**src/rtl/rs_scheduler_pkg.sv**
```systemverilog
`default_nettype none
// ============================================================================
//  Module      : rs_scheduler_pkg
//  Description : Shared defines and helpers for the reservation-station
//                scheduler: slot count, ROB tag range, and small
//                combinational helpers (free-slot encoder, popcount, CDB
//                bypass of dispatched tags).
//  Revision    : 1.0 - initial release
// ============================================================================

`ifndef RS_DEFINES_SVH
`define RS_DEFINES_SVH
`define RS_SIZE   16
`define ROB_W     4
`define ROB_RANGE 3:0
`endif

package rs_scheduler_pkg;

    localparam int c_RS_SIZE = `RS_SIZE;
    localparam int c_IDX_W   = $clog2(`RS_SIZE);
    localparam int c_CNT_W   = $clog2(`RS_SIZE) + 1;

    // Lowest-index zero bit of v; returns 0 when v is all ones.
    function automatic logic [c_IDX_W-1:0] first_zero(input logic [c_RS_SIZE-1:0] v);
        logic [c_IDX_W-1:0] idx;
        idx = '0;
        for (int i = c_RS_SIZE - 1; i >= 0; i--) begin
            if (!v[i]) begin
                idx = c_IDX_W'(i);
            end
        end
        return idx;
    endfunction

    function automatic logic [c_CNT_W-1:0] popcount(input logic [c_RS_SIZE-1:0] v);
        logic [c_CNT_W-1:0] n;
        n = '0;
        for (int i = 0; i < c_RS_SIZE; i++) begin
            if (v[i]) begin
                n = n + c_CNT_W'(1);
            end
        end
        return n;
    endfunction

    // A source tag that is being broadcast in the dispatch cycle is already
    // resolved, so it is stored as "no dependency".
    function automatic logic [`ROB_RANGE] bypass_tag(
        input logic [`ROB_RANGE] tag,
        input logic              cdb_valid,
        input logic [`ROB_RANGE] cdb_tag
    );
        if (cdb_valid && (cdb_tag != '0) && (tag == cdb_tag)) begin
            return '0;
        end
        return tag;
    endfunction

endpackage

`default_nettype wire

```
**src/rtl/rs_scheduler_age.sv**
```systemverilog
`default_nettype none
// ============================================================================
//  Module      : rs_age_matrix
//  Description : Age matrix for the reservation station plus oldest-ready
//                selection. r_older[i][j]=1 means slot i is older than j.
//  Ports       : clk, rst          - clock, synchronous active-high reset
//                i_alloc_en/_idx   - slot being allocated this edge
//                i_ready           - per-slot ready vector
//                o_sel_onehot/_idx - oldest ready slot
//                o_any_ready       - at least one slot ready
//  Revision    : 1.0 - initial release
// ============================================================================

module rs_age_matrix
    import rs_scheduler_pkg::*;
(
    input  logic                 clk,
    input  logic                 rst,
    input  logic                 i_alloc_en,
    input  logic [c_IDX_W-1:0]   i_alloc_idx,
    input  logic [c_RS_SIZE-1:0] i_ready,
    output logic [c_RS_SIZE-1:0] o_sel_onehot,
    output logic [c_IDX_W-1:0]   o_sel_idx,
    output logic                 o_any_ready
);

    logic [c_RS_SIZE-1:0] r_older [c_RS_SIZE];
    logic                 w_blocked;

    // A new allocation is younger than everything: its row is cleared and
    // every other slot becomes older than it. Relations between slots that
    // are both busy are therefore always consistent, so no flush clear is
    // needed.
    always_ff @(posedge clk) begin
        if (rst) begin
            for (int j = 0; j < c_RS_SIZE; j++) begin
                r_older[j] <= '0;
            end
        end else if (i_alloc_en) begin
            for (int j = 0; j < c_RS_SIZE; j++) begin
                if (c_IDX_W'(j) == i_alloc_idx) begin
                    r_older[j] <= '0;
                end else begin
                    r_older[j][i_alloc_idx] <= 1'b1;
                end
            end
        end
    end

    // A ready slot is selected when no other ready slot is older than it.
    always_comb begin
        o_sel_onehot = '0;
        w_blocked    = 1'b0;
        for (int i = 0; i < c_RS_SIZE; i++) begin
            w_blocked = 1'b0;
            for (int j = 0; j < c_RS_SIZE; j++) begin
                if ((j != i) && i_ready[j] && r_older[j][i]) begin
                    w_blocked = 1'b1;
                end
            end
            o_sel_onehot[i] = i_ready[i] && !w_blocked;
        end
    end

    always_comb begin
        o_sel_idx = '0;
        for (int i = 0; i < c_RS_SIZE; i++) begin
            if (o_sel_onehot[i]) begin
                o_sel_idx = o_sel_idx | c_IDX_W'(i);
            end
        end
    end

    assign o_any_ready = |i_ready;

endmodule

`default_nettype wire

```
**src/rtl/rs_scheduler.sv**
```systemverilog
`default_nettype none
// ============================================================================
//  Module      : rs_scheduler
//  Description : Sequencing controller for a 16-entry reservation station.
//                Tracks busy/pending and Qj/Qk tags per slot, allocates the
//                lowest free slot, wakes entries from CDB broadcasts and
//                issues the oldest ready entry through a valid/ready port.
//  Ports       : clk_in, rst_in, rdy_in, flush - clock, sync reset, global
//                                                enable, flush
//                disp_*  - dispatch request/slot/handshake
//                cdb_*   - result broadcast
//                iss_*   - registered issue request, FU ready
//                count, full, one_left - occupancy
//  Revision    : 1.0 - initial release
// ============================================================================

module rs_scheduler
    import rs_scheduler_pkg::*;
(
    input  logic                  clk_in,
    input  logic                  rst_in,
    input  logic                  rdy_in,
    input  logic                  flush,
    input  logic                  disp_valid,
    input  logic [`ROB_RANGE]     disp_qj,
    input  logic [`ROB_RANGE]     disp_qk,
    output logic                  disp_ready,
    output logic [c_IDX_W-1:0]    disp_slot,
    input  logic                  cdb_valid,
    input  logic [`ROB_RANGE]     cdb_tag,
    output logic                  iss_valid,
    output logic [c_IDX_W-1:0]    iss_slot,
    input  logic                  iss_ready,
    output logic [c_CNT_W-1:0]    count,
    output logic                  full,
    output logic                  one_left
);

    logic [c_RS_SIZE-1:0] r_busy;
    logic [c_RS_SIZE-1:0] r_pending;
    logic [`ROB_RANGE]    r_qj [c_RS_SIZE];
    logic [`ROB_RANGE]    r_qk [c_RS_SIZE];
    logic                 r_iss_valid;
    logic [c_IDX_W-1:0]   r_iss_slot;

    logic [c_RS_SIZE-1:0] w_ready;
    logic [c_RS_SIZE-1:0] w_sel_onehot;
    logic [c_IDX_W-1:0]   w_sel_idx;
    logic                 w_any_ready;
    logic                 w_wake;
    logic                 w_fire;
    logic                 w_iss_load;
    logic                 w_release;

    always_comb begin
        w_ready = '0;
        for (int i = 0; i < c_RS_SIZE; i++) begin
            w_ready[i] = r_busy[i] && !r_pending[i] && (r_qj[i] == '0) && (r_qk[i] == '0);
        end
    end

    assign count      = popcount(r_busy);
    assign full       = (count == c_CNT_W'(c_RS_SIZE));
    assign one_left   = (count == c_CNT_W'(c_RS_SIZE - 1));
    assign disp_slot  = first_zero(r_busy);
    assign disp_ready = !rst_in && !flush && !full;

    assign w_wake     = cdb_valid && (cdb_tag != '0);
    assign w_fire     = disp_valid && disp_ready && rdy_in;
    // Flush wins over issue: neither the load nor the release happens.
    assign w_iss_load = rdy_in && !flush && (!r_iss_valid || iss_ready);
    assign w_release  = rdy_in && !flush && r_iss_valid && iss_ready;

    assign iss_valid  = r_iss_valid;
    assign iss_slot   = r_iss_slot;

    rs_age_matrix u_age (
        .clk          (clk_in),
        .rst          (rst_in),
        .i_alloc_en   (w_fire),
        .i_alloc_idx  (disp_slot),
        .i_ready      (w_ready),
        .o_sel_onehot (w_sel_onehot),
        .o_sel_idx    (w_sel_idx),
        .o_any_ready  (w_any_ready)
    );

    // Slot state. An allocated slot is free, so it can never be the selected
    // or released slot in the same cycle; a released slot is pending, so it
    // is never reselected.
    always_ff @(posedge clk_in) begin
        if (rst_in) begin
            r_busy    <= '0;
            r_pending <= '0;
            for (int i = 0; i < c_RS_SIZE; i++) begin
                r_qj[i] <= '0;
                r_qk[i] <= '0;
            end
        end else if (rdy_in) begin
            if (flush) begin
                r_busy    <= '0;
                r_pending <= '0;
            end else begin
                for (int i = 0; i < c_RS_SIZE; i++) begin
                    if (w_wake && r_busy[i] && (r_qj[i] == cdb_tag)) begin
                        r_qj[i] <= '0;
                    end
                    if (w_wake && r_busy[i] && (r_qk[i] == cdb_tag)) begin
                        r_qk[i] <= '0;
                    end
                    if (w_fire && (disp_slot == c_IDX_W'(i))) begin
                        r_busy[i]    <= 1'b1;
                        r_pending[i] <= 1'b0;
                        r_qj[i]      <= bypass_tag(disp_qj, cdb_valid, cdb_tag);
                        r_qk[i]      <= bypass_tag(disp_qk, cdb_valid, cdb_tag);
                    end
                    if (w_iss_load && w_sel_onehot[i]) begin
                        r_pending[i] <= 1'b1;
                    end
                    if (w_release && (r_iss_slot == c_IDX_W'(i))) begin
                        r_busy[i]    <= 1'b0;
                        r_pending[i] <= 1'b0;
                    end
                end
            end
        end
    end

    // Issue register: holds while the FU stalls, reloads otherwise.
    always_ff @(posedge clk_in) begin
        if (rst_in) begin
            r_iss_valid <= 1'b0;
            r_iss_slot  <= '0;
        end else if (rdy_in) begin
            if (flush) begin
                r_iss_valid <= 1'b0;
            end else if (w_iss_load) begin
                r_iss_valid <= w_any_ready;
                if (w_any_ready) begin
                    r_iss_slot <= w_sel_idx;
                end
            end
        end
    end

endmodule

`default_nettype wire

```
**config.mk**
```make
export PLATFORM = sky130hd
export DESIGN_NAME = rs_scheduler
export DESIGN_NICKNAME = d
export VERILOG_FILES = /design/src/rtl/rs_scheduler_pkg.sv /design/src/rtl/rs_scheduler_age.sv /design/src/rtl/rs_scheduler.sv
export SDC_FILE = /design/constraint.sdc
export NUM_CORES = 1
export LEC_CHECK = 0
export CORE_MARGIN = 2
export CORE_UTILIZATION = 40
export DETAILED_ROUTE_END_ITERATION = 7
export PLACE_DENSITY = 0.54
export SLEW_MARGIN = 20
export SYNTH_ARGS = -nofsm -noshare
export SYNTH_HDL_FRONTEND = slang
export SYNTH_SLANG_ARGS = --single-unit
export TNS_END_PERCENT = 20
```
**constraint.sdc**
```tcl
create_clock -name clk_in -period 26.6 [get_ports clk_in]
set_clock_uncertainty 0.15 [all_clocks]
set_input_delay 5.32 -clock clk_in [delete_from_list [all_inputs] [get_ports clk_in]]
set_output_delay 5.32 -clock clk_in [all_outputs]
set_load 0.005 [all_outputs]
```
==> results.sh <==
export IMPL_clk_insertion_delay_late_ns=0.58
export IMPL_timing_max_slew_rel_slack_pct=23.2
export IMPL_synth_warnings=0
export IMPL_run_status="finished, final reports clean"
export IMPL_hold_class="reg2reg"
export IMPL_worstPathArrival_ns=13.02
export IMPL_yosys_area_top_type_share_pct=50.7
export IMPL_vias_in_the_first_global_route=15800
export IMPL_finalHoldViolCount=0
export IMPL_critPathRequiredTime_ns=21.13
export IMPL_portBuffers=35
export IMPL_slowest_stage="sky130_fd_sc_hd__xnor3_2"
export IMPL_wl_per_cell_um=24.1
export IMPL_worstMarginPinSlew_ns=1.15
export IMPL_drcViolationCount=0
export IMPL_placed_cell_area_sq_um=22600
export IMPL_firstDrtPassIters=7
export IMPL_synth_async_sr_flop_share_pct=0
export IMPL_mostFrequentLayoutCell="sky130_fd_sc_hd__edfxtp_1"
export IMPL_crit_path_end_kind="output pin"
export IMPL_worst_slack_ns=8.11
export IMPL_global_route_usage_total_pct=23.9
export IMPL_synthTopCellsByArea="sky130_fd_sc_hd__edfxtp_1 (51%), sky130_fd_sc_hd__nand3_1 (7.3%), sky130_fd_sc_hd__xor2_1 (5.9%)"
export IMPL_utilization_pct=44.6
export IMPL_top_ports=36
export IMPL_via_per_inst=5.77
export IMPL_synth_nets=2142
export IMPL_seq_area_frac_synth_pct=54.1
export IMPL_holdWs_ns=0.342
export IMPL_fp_dieH_um=237
export IMPL_maximum_number_of_pins_on_one_net_before_global_route_repair=110
export IMPL_layout_cells_most_common_list="sky130_fd_sc_hd__edfxtp_1 (368), sky130_fd_sc_hd__nand3_1 (319), sky130_fd_sc_hd__inv_1 (198)"
export IMPL_critical_path_peak_fanout=17
export IMPL_grt_pass1_wl_mm=100
export IMPL_gp_congestion=0.848
export IMPL_syn_to_final_growth_pct=9.96
export IMPL_global_route_overflow_total=0
export IMPL_antennaDiodeCount=0
export IMPL_synth_ff_latch_count=405
export IMPL_postSynthAreaPerCell_sq_um=10.3
export IMPL_start_util_pct=40.5
export IMPL_timing_final_max_slew_violations=0
export IMPL_cellLeakagePower_nw=10.9
export IMPL_routed_via_count=16100
export IMPL_ctsRootBufferMaster="sky130_fd_sc_hd__clkbuf_16"
export IMPL_cell_type_with_the_highest_occurrence_count_on_the_critical_path="sky130_fd_sc_hd__ha_1"
export IMPL_clock_sinks=405
export IMPL_cts_resized_gates=0
export IMPL_drv_cap=0
export IMPL_hold_buffers=0
export IMPL_post_cts_buffers=0
export IMPL_netlist_area_sq_um=21800
export IMPL_cts_buffers_inserted=44
export IMPL_finalCritPeriodShare_pct=69.5
export IMPL_clk_pin_slew_worst_paths_ns=0.06
export IMPL_drt_antenna_violating_nets=0
export IMPL_peak_ir_drop_on_the_vdd_network_v=0.0000447
export IMPL_first_iter_violations=1652
export IMPL_wl_mm=67.0
export IMPL_std_cell_rows=85
export IMPL_critical_path_startpoint_type="flip-flop"
export IMPL_worstSetupPathType="reg2out"
export IMPL_rsz_0062_raised_after_global_routing="no"
export IMPL_power_density_cell_area_nw_per_um2=57.7
export IMPL_core_area_sq_um=53800
export IMPL_final_layout_size_suffix_gt1_share_pct=12.1
export IMPL_filler_cells=5116
export IMPL_floorplan_die_area_sq_um=56400
export IMPL_final_cell_area_sq_um=24000
export IMPL_timing_final_crit_period_ns=18.49
export IMPL_finalSetupTns_ns=0
export IMPL_setup_violations_final=0
export IMPL_synthesis_instances=2108
export IMPL_synth_edf_count=368
export IMPL_synth_cell_type_count=80
export IMPL_cts_buffer_depth=3
export IMPL_dp_hpwl_mm=40.4
export IMPL_initial_antenna_violation_count=0
export IMPL_timing_critical_path_slowest_cell_delay_ns=0.88
export IMPL_die_outline_width_um=237
export IMPL_achievable_frequency_ghz=0.0541
export IMPL_ys_flop_type="sky130_fd_sc_hd__edfxtp_1"
export IMPL_synth_area_leader_cell="sky130_fd_sc_hd__edfxtp_1"
export IMPL_final_nets=2084
export IMPL_tritoncts="built"
export IMPL_cts_htree_levels=2
export IMPL_pre_cts_ws_ns=8.88
-- power breakdown --
part           total [mW]  leakage (nW)  switching (mW)  internal [mW]
registers           0.727          3.98          0.0110          0.716
logic              0.0706          6.24          0.0487         0.0219
clock network       0.585         0.652           0.255          0.329
total                1.38          10.9           0.315           1.07
-- stage by stage --
stage	total power [mW]	instances
after CTS	1.39	2782
after floorplan	0.784	2108
after global routing	1.42	2782
final	1.38	2782
after global placement	0.808	2700
after detailed placement	0.811	2700
-- layer usage --
| layer | track usage [%] | routed length, um | up-vias |
|---|---|---|---|
| met5 | 0 | 0 | - |
| li1 | - | - | 7339 |
| met3 | 3.14 | 4450 | 96 |
| met4 | 6.21 | 1540 | 0 |
| met1 | 32.1 | 28400 | 8068 |
| met2 | 40.7 | 32600 | 561 |
-- layout make-up --
cell class	instances	area (sq um)	area share, %
Tap cell	696	871	3.63
Timing Repair Buffer	82	683	2.85
Inverter	265	1000	4.19
Sequential cell	405	11800	49.2
Clock inverter	27	175	0.730
Clock buffer	55	1160	4.85
Multi-Input combinational cell	1252	8290	34.6
-- critical path: cells and delay by family, from the launching register on --
family	cells	cell delay [ns]
compound gates	8	1.39
mux	5	1.47
fa+ha+maj	13	4.05
buf+inv	5	1.12
xor+xnor	5	1.86
simple gates	13	2.08
flops	1	0.48
-- cells in the mapped netlist (all sizes together) (25+ instances only) --
library cell,count
inv,265
edfxtp,368
nor4,59
clkbuf,100
xnor2,26
buf,86
o21ai,46
nand3,320
nand2,75
a22oi,47
dfxtp,37
a21oi,40
or4,25
xor2,148
a22o,32
nand4,31
a221oi,32
nor2,182
-- cells by family after synthesis --
| family | count (synthesis) | synth area share [%] |
|---|---|---|
| xor gates and xnor gates | 183 | 8.41 |
| adders and majority gates | 15 | 0.861 |
| and+or+nand+nor | 766 | 17.7 |
| AOI/OAI and AO/OA | 275 | 9.67 |
| DFF | 405 | 54.1 |
| buffers and inverters | 451 | 8.59 |
| muxes | 13 | 0.706 |
-- flip-flops by register name, indices dropped and copies added, names as in the netlist --
register / flops
u_age.r_older: 240
r_qj: 64
r_qk: 64
r_busy: 16
r_pending: 16
iss_slot: 4
iss_valid: 1
-- path summary, 6_finish.rpt --
path / start / to / slack, ns / cells after the start
worst max-delay path: r_busy[0] / disp_ready / 8.11 / 49
worst min-delay path: r_pending[0] / r_pending[0] / 0.34 / 1
worst max register to register: r_busy[0] / r_qj[1][13] / 13.86 / 47
worst min register to register: r_pending[0] / r_pending[0] / 0.34 / 1
Note: power is estimated with default switching activity, not from simulation.
